==> config.mk <==
export PLATFORM = sky130hd
export DESIGN_NAME = mem_stream_fifo_flat
export DESIGN_NICKNAME = d
export VERILOG_FILES = /design/src/rtl/mem_stream_fifo_if.sv /design/src/rtl/mem_stream_fifo.sv /design/src/flat_wrapper.sv
export SDC_FILE = /design/constraint.sdc
export NUM_CORES = 1
export LEC_CHECK = 0
export BUFFER_PORTS_ARGS = -buffer_cell sky130_fd_sc_hd__buf_2
export CORE_ASPECT_RATIO = 0.8
export CORE_MARGIN = 4
export CORE_UTILIZATION = 54
export CTS_BUF_LIST = sky130_fd_sc_hd__clkbuf_16
export DETAILED_ROUTE_END_ITERATION = 8
export PLACE_DENSITY = 0.86
export SLEW_MARGIN = 20
export SYNTH_ARGS = -nofsm -noshare
export SYNTH_HDL_FRONTEND = slang
export SYNTH_SLANG_ARGS = --single-unit
export TNS_END_PERCENT = 1
==> constraint.sdc <==
create_clock -name clk -period 7.37 [get_ports clk]
set_input_delay 0 -clock clk [delete_from_list [all_inputs] [get_ports clk]]
set_output_delay 0 -clock clk [all_outputs]
set_load 0.01 [all_outputs]
==> src/rtl/mem_stream_fifo_if.sv <==
// mem_stream_fifo_if: stream handshakes and memory port bundle for mem_stream_fifo; MEM_STREAM_FIFO_FLAGS_EN adds flag signals
interface mem_stream_fifo_if #(
    parameter int DATA_W = 32,
    parameter int ADDR_W = 16,
    parameter int LVL_W  = 8
);
    logic [DATA_W-1:0] in_data;
    logic              in_valid;
    logic              in_ready;
    logic [DATA_W-1:0] out_data;
    logic              out_valid;
    logic              out_ready;
    logic [DATA_W-1:0] mem_write_data;
    logic [ADDR_W-1:0] mem_write_address;
    logic              mem_we;
    logic [ADDR_W-1:0] mem_read_address;
    logic [DATA_W-1:0] mem_read_data;
    logic [LVL_W-1:0]  level;
`ifdef MEM_STREAM_FIFO_FLAGS_EN
    logic almost_full;
    logic overflow_err;
    modport slave (
        input  in_data, in_valid, out_ready, mem_read_data,
        output in_ready, out_data, out_valid, mem_write_data, mem_write_address,
               mem_we, mem_read_address, level, almost_full, overflow_err
    );
    modport master (
        output in_data, in_valid, out_ready, mem_read_data,
        input  in_ready, out_data, out_valid, mem_write_data, mem_write_address,
               mem_we, mem_read_address, level, almost_full, overflow_err
    );
`else
    modport slave (
        input  in_data, in_valid, out_ready, mem_read_data,
        output in_ready, out_data, out_valid, mem_write_data, mem_write_address,
               mem_we, mem_read_address, level
    );
    modport master (
        output in_data, in_valid, out_ready, mem_read_data,
        input  in_ready, out_data, out_valid, mem_write_data, mem_write_address,
               mem_we, mem_read_address, level
    );
`endif
endinterface

==> src/rtl/mem_stream_fifo.sv <==
// mem_stream_fifo: streaming FIFO controller over a 1-cycle-latency synchronous memory; MEM_STREAM_FIFO_FLAGS_EN adds almost_full/overflow_err
module mem_stream_fifo #(
    parameter int DATA_W    = 32,
    parameter int DEPTH     = 128,
    parameter int PTR_W     = 7,
    parameter int ADDR_W    = 16,
    parameter int LVL_W     = 8,
    parameter int AF_THRESH = 120
) (
    input  logic              clk,
    input  logic              rst_n,
    mem_stream_fifo_if.slave  bus
);
    logic [PTR_W-1:0]  r_wr_ptr;
    logic [PTR_W-1:0]  r_rd_ptr;
    logic [PTR_W:0]    r_mem_cnt;
    logic              r_inflight;
    logic [1:0]        r_buf_cnt;
    logic              r_head;
    logic              r_tail;
    logic [DATA_W-1:0] r_buf [2];
    logic              w_push;
    logic              w_pop;
    logic              w_issue;
    logic [PTR_W:0]    w_mem_cnt_nxt;
    logic [1:0]        w_buf_cnt_nxt;

    assign bus.in_ready          = r_mem_cnt < (PTR_W+1)'(DEPTH);
    assign bus.out_valid         = r_buf_cnt != 2'd0;
    assign bus.out_data          = r_buf[r_head];
    assign w_push                = bus.in_valid & bus.in_ready;
    assign w_pop                 = bus.out_valid & bus.out_ready;
    // registered mem_cnt means a word written this cycle is never read this cycle
    assign w_issue               = (r_mem_cnt != '0) &
                                   (({1'b0, r_buf_cnt} + {2'b0, r_inflight}) < (3'd2 + {2'b0, w_pop}));
    assign w_mem_cnt_nxt         = r_mem_cnt + (PTR_W+1)'(w_push) - (PTR_W+1)'(w_issue);
    assign w_buf_cnt_nxt         = r_buf_cnt + 2'(r_inflight) - 2'(w_pop);
    assign bus.mem_write_data    = bus.in_data;
    assign bus.mem_write_address = ADDR_W'(r_wr_ptr);
    assign bus.mem_we            = w_push;
    assign bus.mem_read_address  = ADDR_W'(r_rd_ptr);
    assign bus.level             = LVL_W'(r_mem_cnt) + LVL_W'(r_inflight) + LVL_W'(r_buf_cnt);

    // pointers, occupancy counters and the 2-entry skid buffer that absorbs read latency
    always_ff @(posedge clk or negedge rst_n) begin
        if (!rst_n) begin
            r_wr_ptr   <= '0;
            r_rd_ptr   <= '0;
            r_mem_cnt  <= '0;
            r_inflight <= 1'b0;
            r_buf_cnt  <= 2'd0;
            r_head     <= 1'b0;
            r_tail     <= 1'b0;
            r_buf[0]   <= '0;
            r_buf[1]   <= '0;
        end else begin
            r_wr_ptr   <= r_wr_ptr + PTR_W'(w_push);
            r_rd_ptr   <= r_rd_ptr + PTR_W'(w_issue);
            r_mem_cnt  <= w_mem_cnt_nxt;
            r_inflight <= w_issue;
            r_buf_cnt  <= w_buf_cnt_nxt;
            r_head     <= r_head ^ w_pop;
            r_tail     <= r_tail ^ r_inflight;
            if (r_inflight) r_buf[r_tail] <= bus.mem_read_data;
        end
    end

`ifdef MEM_STREAM_FIFO_FLAGS_EN
    logic [LVL_W-1:0] w_level_nxt;
    logic             w_stall;
    logic [4:0]       r_stall_cnt;
    logic             r_af;
    logic             r_ovf;

    assign w_level_nxt      = LVL_W'(w_mem_cnt_nxt) + LVL_W'(w_issue) + LVL_W'(w_buf_cnt_nxt);
    assign w_stall          = bus.in_valid & ~bus.in_ready;
    assign bus.almost_full  = r_af;
    assign bus.overflow_err = r_ovf;

    // almost_full from next-state level; sticky error once the producer stalls more than 16 cycles in a row
    always_ff @(posedge clk or negedge rst_n) begin
        if (!rst_n) begin
            r_af        <= 1'b0;
            r_ovf       <= 1'b0;
            r_stall_cnt <= '0;
        end else begin
            r_af        <= w_level_nxt >= LVL_W'(AF_THRESH);
            r_stall_cnt <= w_stall ? r_stall_cnt + 5'(r_stall_cnt != 5'd31) : '0;
            r_ovf       <= r_ovf | (w_stall & (r_stall_cnt >= 5'd16));
        end
    end
`endif
endmodule

==> src/flat_wrapper.sv <==
// flat-port wrapper written by rule: the top's interface ports become plain ports
module mem_stream_fifo_flat 
#(
    parameter int DATA_W    = 32,
    parameter int DEPTH     = 128,
    parameter int PTR_W     = 7,
    parameter int ADDR_W    = 16,
    parameter int LVL_W     = 8,
    parameter int AF_THRESH = 120
)
  (clk, rst_n, bus_in_data, bus_in_valid, bus_out_ready, bus_mem_read_data, bus_in_ready, bus_out_data, bus_out_valid, bus_mem_write_data, bus_mem_write_address, bus_mem_we, bus_mem_read_address, bus_level);
  mem_stream_fifo_if #(.DATA_W(DATA_W), .ADDR_W(ADDR_W), .LVL_W(LVL_W)) bus_i ();
  input  logic clk;
  input  logic rst_n;
  input wire logic [$bits(bus_i.in_data)-1:0] bus_in_data;
  input wire logic [$bits(bus_i.in_valid)-1:0] bus_in_valid;
  input wire logic [$bits(bus_i.out_ready)-1:0] bus_out_ready;
  input wire logic [$bits(bus_i.mem_read_data)-1:0] bus_mem_read_data;
  output wire logic [$bits(bus_i.in_ready)-1:0] bus_in_ready;
  output wire logic [$bits(bus_i.out_data)-1:0] bus_out_data;
  output wire logic [$bits(bus_i.out_valid)-1:0] bus_out_valid;
  output wire logic [$bits(bus_i.mem_write_data)-1:0] bus_mem_write_data;
  output wire logic [$bits(bus_i.mem_write_address)-1:0] bus_mem_write_address;
  output wire logic [$bits(bus_i.mem_we)-1:0] bus_mem_we;
  output wire logic [$bits(bus_i.mem_read_address)-1:0] bus_mem_read_address;
  output wire logic [$bits(bus_i.level)-1:0] bus_level;
  assign bus_i.in_data = bus_in_data;
  assign bus_i.in_valid = bus_in_valid;
  assign bus_i.out_ready = bus_out_ready;
  assign bus_i.mem_read_data = bus_mem_read_data;
  assign bus_in_ready = bus_i.in_ready;
  assign bus_out_data = bus_i.out_data;
  assign bus_out_valid = bus_i.out_valid;
  assign bus_mem_write_data = bus_i.mem_write_data;
  assign bus_mem_write_address = bus_i.mem_write_address;
  assign bus_mem_we = bus_i.mem_we;
  assign bus_mem_read_address = bus_i.mem_read_address;
  assign bus_level = bus_i.level;
  mem_stream_fifo #(.DATA_W(DATA_W), .DEPTH(DEPTH), .PTR_W(PTR_W), .ADDR_W(ADDR_W), .LVL_W(LVL_W), .AF_THRESH(AF_THRESH)) u_core (.clk(clk), .rst_n(rst_n), .bus(bus_i));
endmodule
==> flow_metrics.env <==
export IMPL_area_fraction_in_and_or_nand_and_nor_cells_after_synthesis_pct=2.99
export IMPL_worstPathRequired_ns=7.58
export IMPL_grt_pass1_vias=3103
export IMPL_top_flip_flop_cell_by_instance_count_after_synthesis="dfrtp_1"
export IMPL_relSlewSlack_pct=43.6
export IMPL_cts_resized=0
export IMPL_worstPathMaxFanout=5
export IMPL_holdBufCountCts=35
export IMPL_hold_path_startpoint="bus_in_data[12]"
export IMPL_critPathLaunch="u_core.r_buf_cnt[1]$_DFF_PN0_"
export IMPL_vdd_drop_max_v=0.000316
export IMPL_final_common_cell="mux2_2"
export IMPL_synth_yosys_warnings=0
export IMPL_synth_compound_gate_area_share_pct=2.04
export IMPL_setup_worst_path_end_class="flip-flop"
export IMPL_io_pin_count=175
export IMPL_layout_drive_gt1_share_pct=44.5
export IMPL_worst_clock_skew_ns=0.00467
export IMPL_total_switching_power_mw=1.08
export IMPL_comb_power_share_pct=50.9
export IMPL_setup_viol_count_final=0
export IMPL_synthToLayoutAreaGrowth_pct=19.5
export IMPL_report_final_hold_viol_count=0
export IMPL_synth_seq_area_share_pct=48.2
export IMPL_filler_cell_count=621
export IMPL_cts_root_to_sink_buffers=2
export IMPL_design_final_nets=562
export IMPL_hpwl_mm=6.16
export IMPL_placement_cell_area_sq_um=4980
export IMPL_drtPass1Iterations=4
export IMPL_hold_slack_ns=0.00000281
export IMPL_drt_wirelength_per_cell_um=15.4
export IMPL_mappedNetlistArea_sq_um=4720
export IMPL_total_power_mw=2.88
export IMPL_post_synth_mux_area_share_pct=22.9
export IMPL_grt_max_degree=89
export IMPL_grt_antenna_before_repair=0
export IMPL_setup_worst_path_class="reg2reg"
export IMPL_postRouteAntennaNets=0
export IMPL_post_route_drc_count=0
export IMPL_initial_core_util_pct=55.6
export IMPL_portbufs=92
export IMPL_crit_path_cell_trace="or2_2 > nand2_1 > o21ai_0 > and2_1 > ha_1 > inv_1 > ha_1 > inv_1 > fa_1 > nand2b_1 > a21oi_1 > o21ai_0 > o311ai_0"
export IMPL_crit_path_max_incr_delay_ns=0.46
export IMPL_synth_edf_count=0
export IMPL_cts_root_buffer_cell="clkbuf_16"
export IMPL_startpoint_type="flip-flop"
export IMPL_most_frequent_cells_in_the_layout="mux2_2, buf_2, dfrtp_1"
export IMPL_netlist_instances=370
export IMPL_clock_latency_ns=0.33
export IMPL_async_reset_ff_share_pct=100
export IMPL_status="completed"
export IMPL_dieArea_sq_um=10300
export IMPL_layout_cells_non_filler=582
export IMPL_synth_fa_ha_area_share_pct=8.16
export IMPL_global_route_overflow_total=0
export IMPL_via_per_inst=4.88
export IMPL_tns_ns=0
export IMPL_timing_final_max_slew_violations=0
export IMPL_die_width_um=113
export IMPL_first_iter_violations=97
export IMPL_core_sq_um=8480
export IMPL_sequentialPowerShare_pct=32.8
export IMPL_max_freq_mhz=331
export IMPL_tritoncts="built"
export IMPL_path_clk_slew_ns=0.07
export IMPL_clock_sink_count=91
export IMPL_first_pass_grt_wire_length_mm=15.0
export IMPL_power_report_internal_total_mw=1.80
export IMPL_distinct_cell_type_count_after_synthesis=27
export IMPL_cts_post_setup_buffers_inserted=0
export IMPL_vias_after_detailed_routing=2839
export IMPL_power_density_cell_area_nw_per_um2=511
export IMPL_tritoncts_num_buffers=9
export IMPL_synthXorXnorAreaFrac_pct=4.45
export IMPL_fin_area_sq_um=5640
export IMPL_clock_power_share_pct=16.3
export IMPL_antenna_cells=0
export IMPL_worst_r2r_startpoint="u_core.r_buf_cnt[1]$_DFF_PN0_"
export IMPL_placementRows=30
export IMPL_synth_area_per_cell_sq_um=12.8
export IMPL_max_cap_viol_count=0
export IMPL_postSynthRegisterBits=91
export IMPL_crit_arrival_ns=3.23
export IMPL_switching_share_pct=37.4
export IMPL_die_h_um=91.6
export IMPL_wl_mm=8.95
export IMPL_rsz0062_at_grt="false"
export IMPL_gpl_final_weighted_congestion=0.835
export IMPL_cts_htree_levels=3
export IMPL_synth_top_family_by_area="multiplexers"
export IMPL_placedCellCount=531
export IMPL_crit_slowest_cell="dfrtp_1"
export IMPL_fin_crit_ns=3.02
export IMPL_power_static_leakage_nw=2.66
export IMPL_min_period_over_period_pct=41.0
export IMPL_overall_global_routing_resource_usage_pct=18.0
export IMPL_tightest_slew_ns=0.847
export IMPL_worst_hold_path_type="in2out"
==> state kept, by name (all words and copies together), names as in the netlist <==
name	flops
u_core.r_buf_cnt	2
u_core.r_head	1
u_core.r_mem_cnt	8
u_core.r_wr_ptr	7
u_core.r_rd_ptr	7
u_core.r_buf	64
u_core.r_tail	1
u_core.r_inflight	1
==> Yosys cell counts, types with 4 or more instances <==
cell     instances  area [sq um]
buf_2            9          45.0
buf_4           50           375
xnor2_1         19           166
nand2_1          4          15.0
inv_1           24          90.1
xor2_1           5          43.8
ha_1            26           325
mux2_2          92          1040
nand3_1         10          50.1
a21oi_1          5          25.0
mux2_1           4          45.0
o21ai_0          4          20.0
dfrtp_1         91          2280
nor2_1           5          18.8
==> power groups by stage <==
stage	combinational [mW]	clock, mW	sequential, mW
detailed placement	1.47	0	0.956
global placement	1.42	0	0.930
global route	1.63	0.501	0.982
finish	1.47	0.469	0.947
floorplan	1.07	0	0.911
CTS	1.49	0.481	0.948
==> logic make-up after synthesis <==
kind of cell	count (synthesis)
AOI/OAI and AO/OA	14
xor gates and xnor gates	24
adders and majority gates	29
buffers and inverters	87
DFF	91
muxes	96
other	1
and+or+nand+nor	28
==> worst max-delay path, delay by kind of cell, from the launching register on <==
kind / cells / cell delay, ns
adders and majority gates: 3 / 0.86
and+or+nand+nor: 4 / 0.82
AOI/OAI and AO/OA: 4 / 0.64
DFF: 1 / 0.46
buffers and inverters: 2 / 0.13
==> layer usage <==
metal / share of wire (%) / track usage (%) / up-vias
li1: - / - / 1358
met1: 44 / 23.5 / 1401
met2: 50 / 30.0 / 74
met3: 5.1 / 4.82 / 6
met4: 0.32 / 4.30 / 0
met5: 0 / 0 / -
==> stage by stage <==
stage                     worst slack, ns  utilization, %
after floorplan                      4.62               -
after global placement               4.52            58.7
after detailed placement             4.35            58.7
after CTS                            4.33            66.4
after global routing                 4.09            66.5
final                                4.35            66.5
==> worst paths after layout <==
path,slack [ns],end,depth (start not counted)
worst max-delay path,4.35,u_core.r_mem_cnt[6]$_DFF_PN0_,13
worst min-delay path,0.000003,bus_mem_write_data[12],0
worst max register to register,4.35,u_core.r_mem_cnt[6]$_DFF_PN0_,13
worst min register to register,0.47,u_core.r_rd_ptr[6]$_DFF_PN0_,1
max in group asynchronous,6.44,u_core.r_mem_cnt[0]$_DFF_PN0_,3
min in group asynchronous,0.34,u_core.r_rd_ptr[6]$_DFF_PN0_,3
==> area by class of cell <==
type | count | area, sq um | share of cell area [%]
multi-input combinational | 209 | 1990 | 35.2
tap | 112 | 140 | 2.49
clock buffer | 9 | 225 | 3.99
sequential | 91 | 2280 | 40.4
clock inverter | 7 | 83.8 | 1.49
timing repair buffer | 129 | 832 | 14.8
inverter | 25 | 93.8 | 1.66
(Power assumes the default switching activity.)
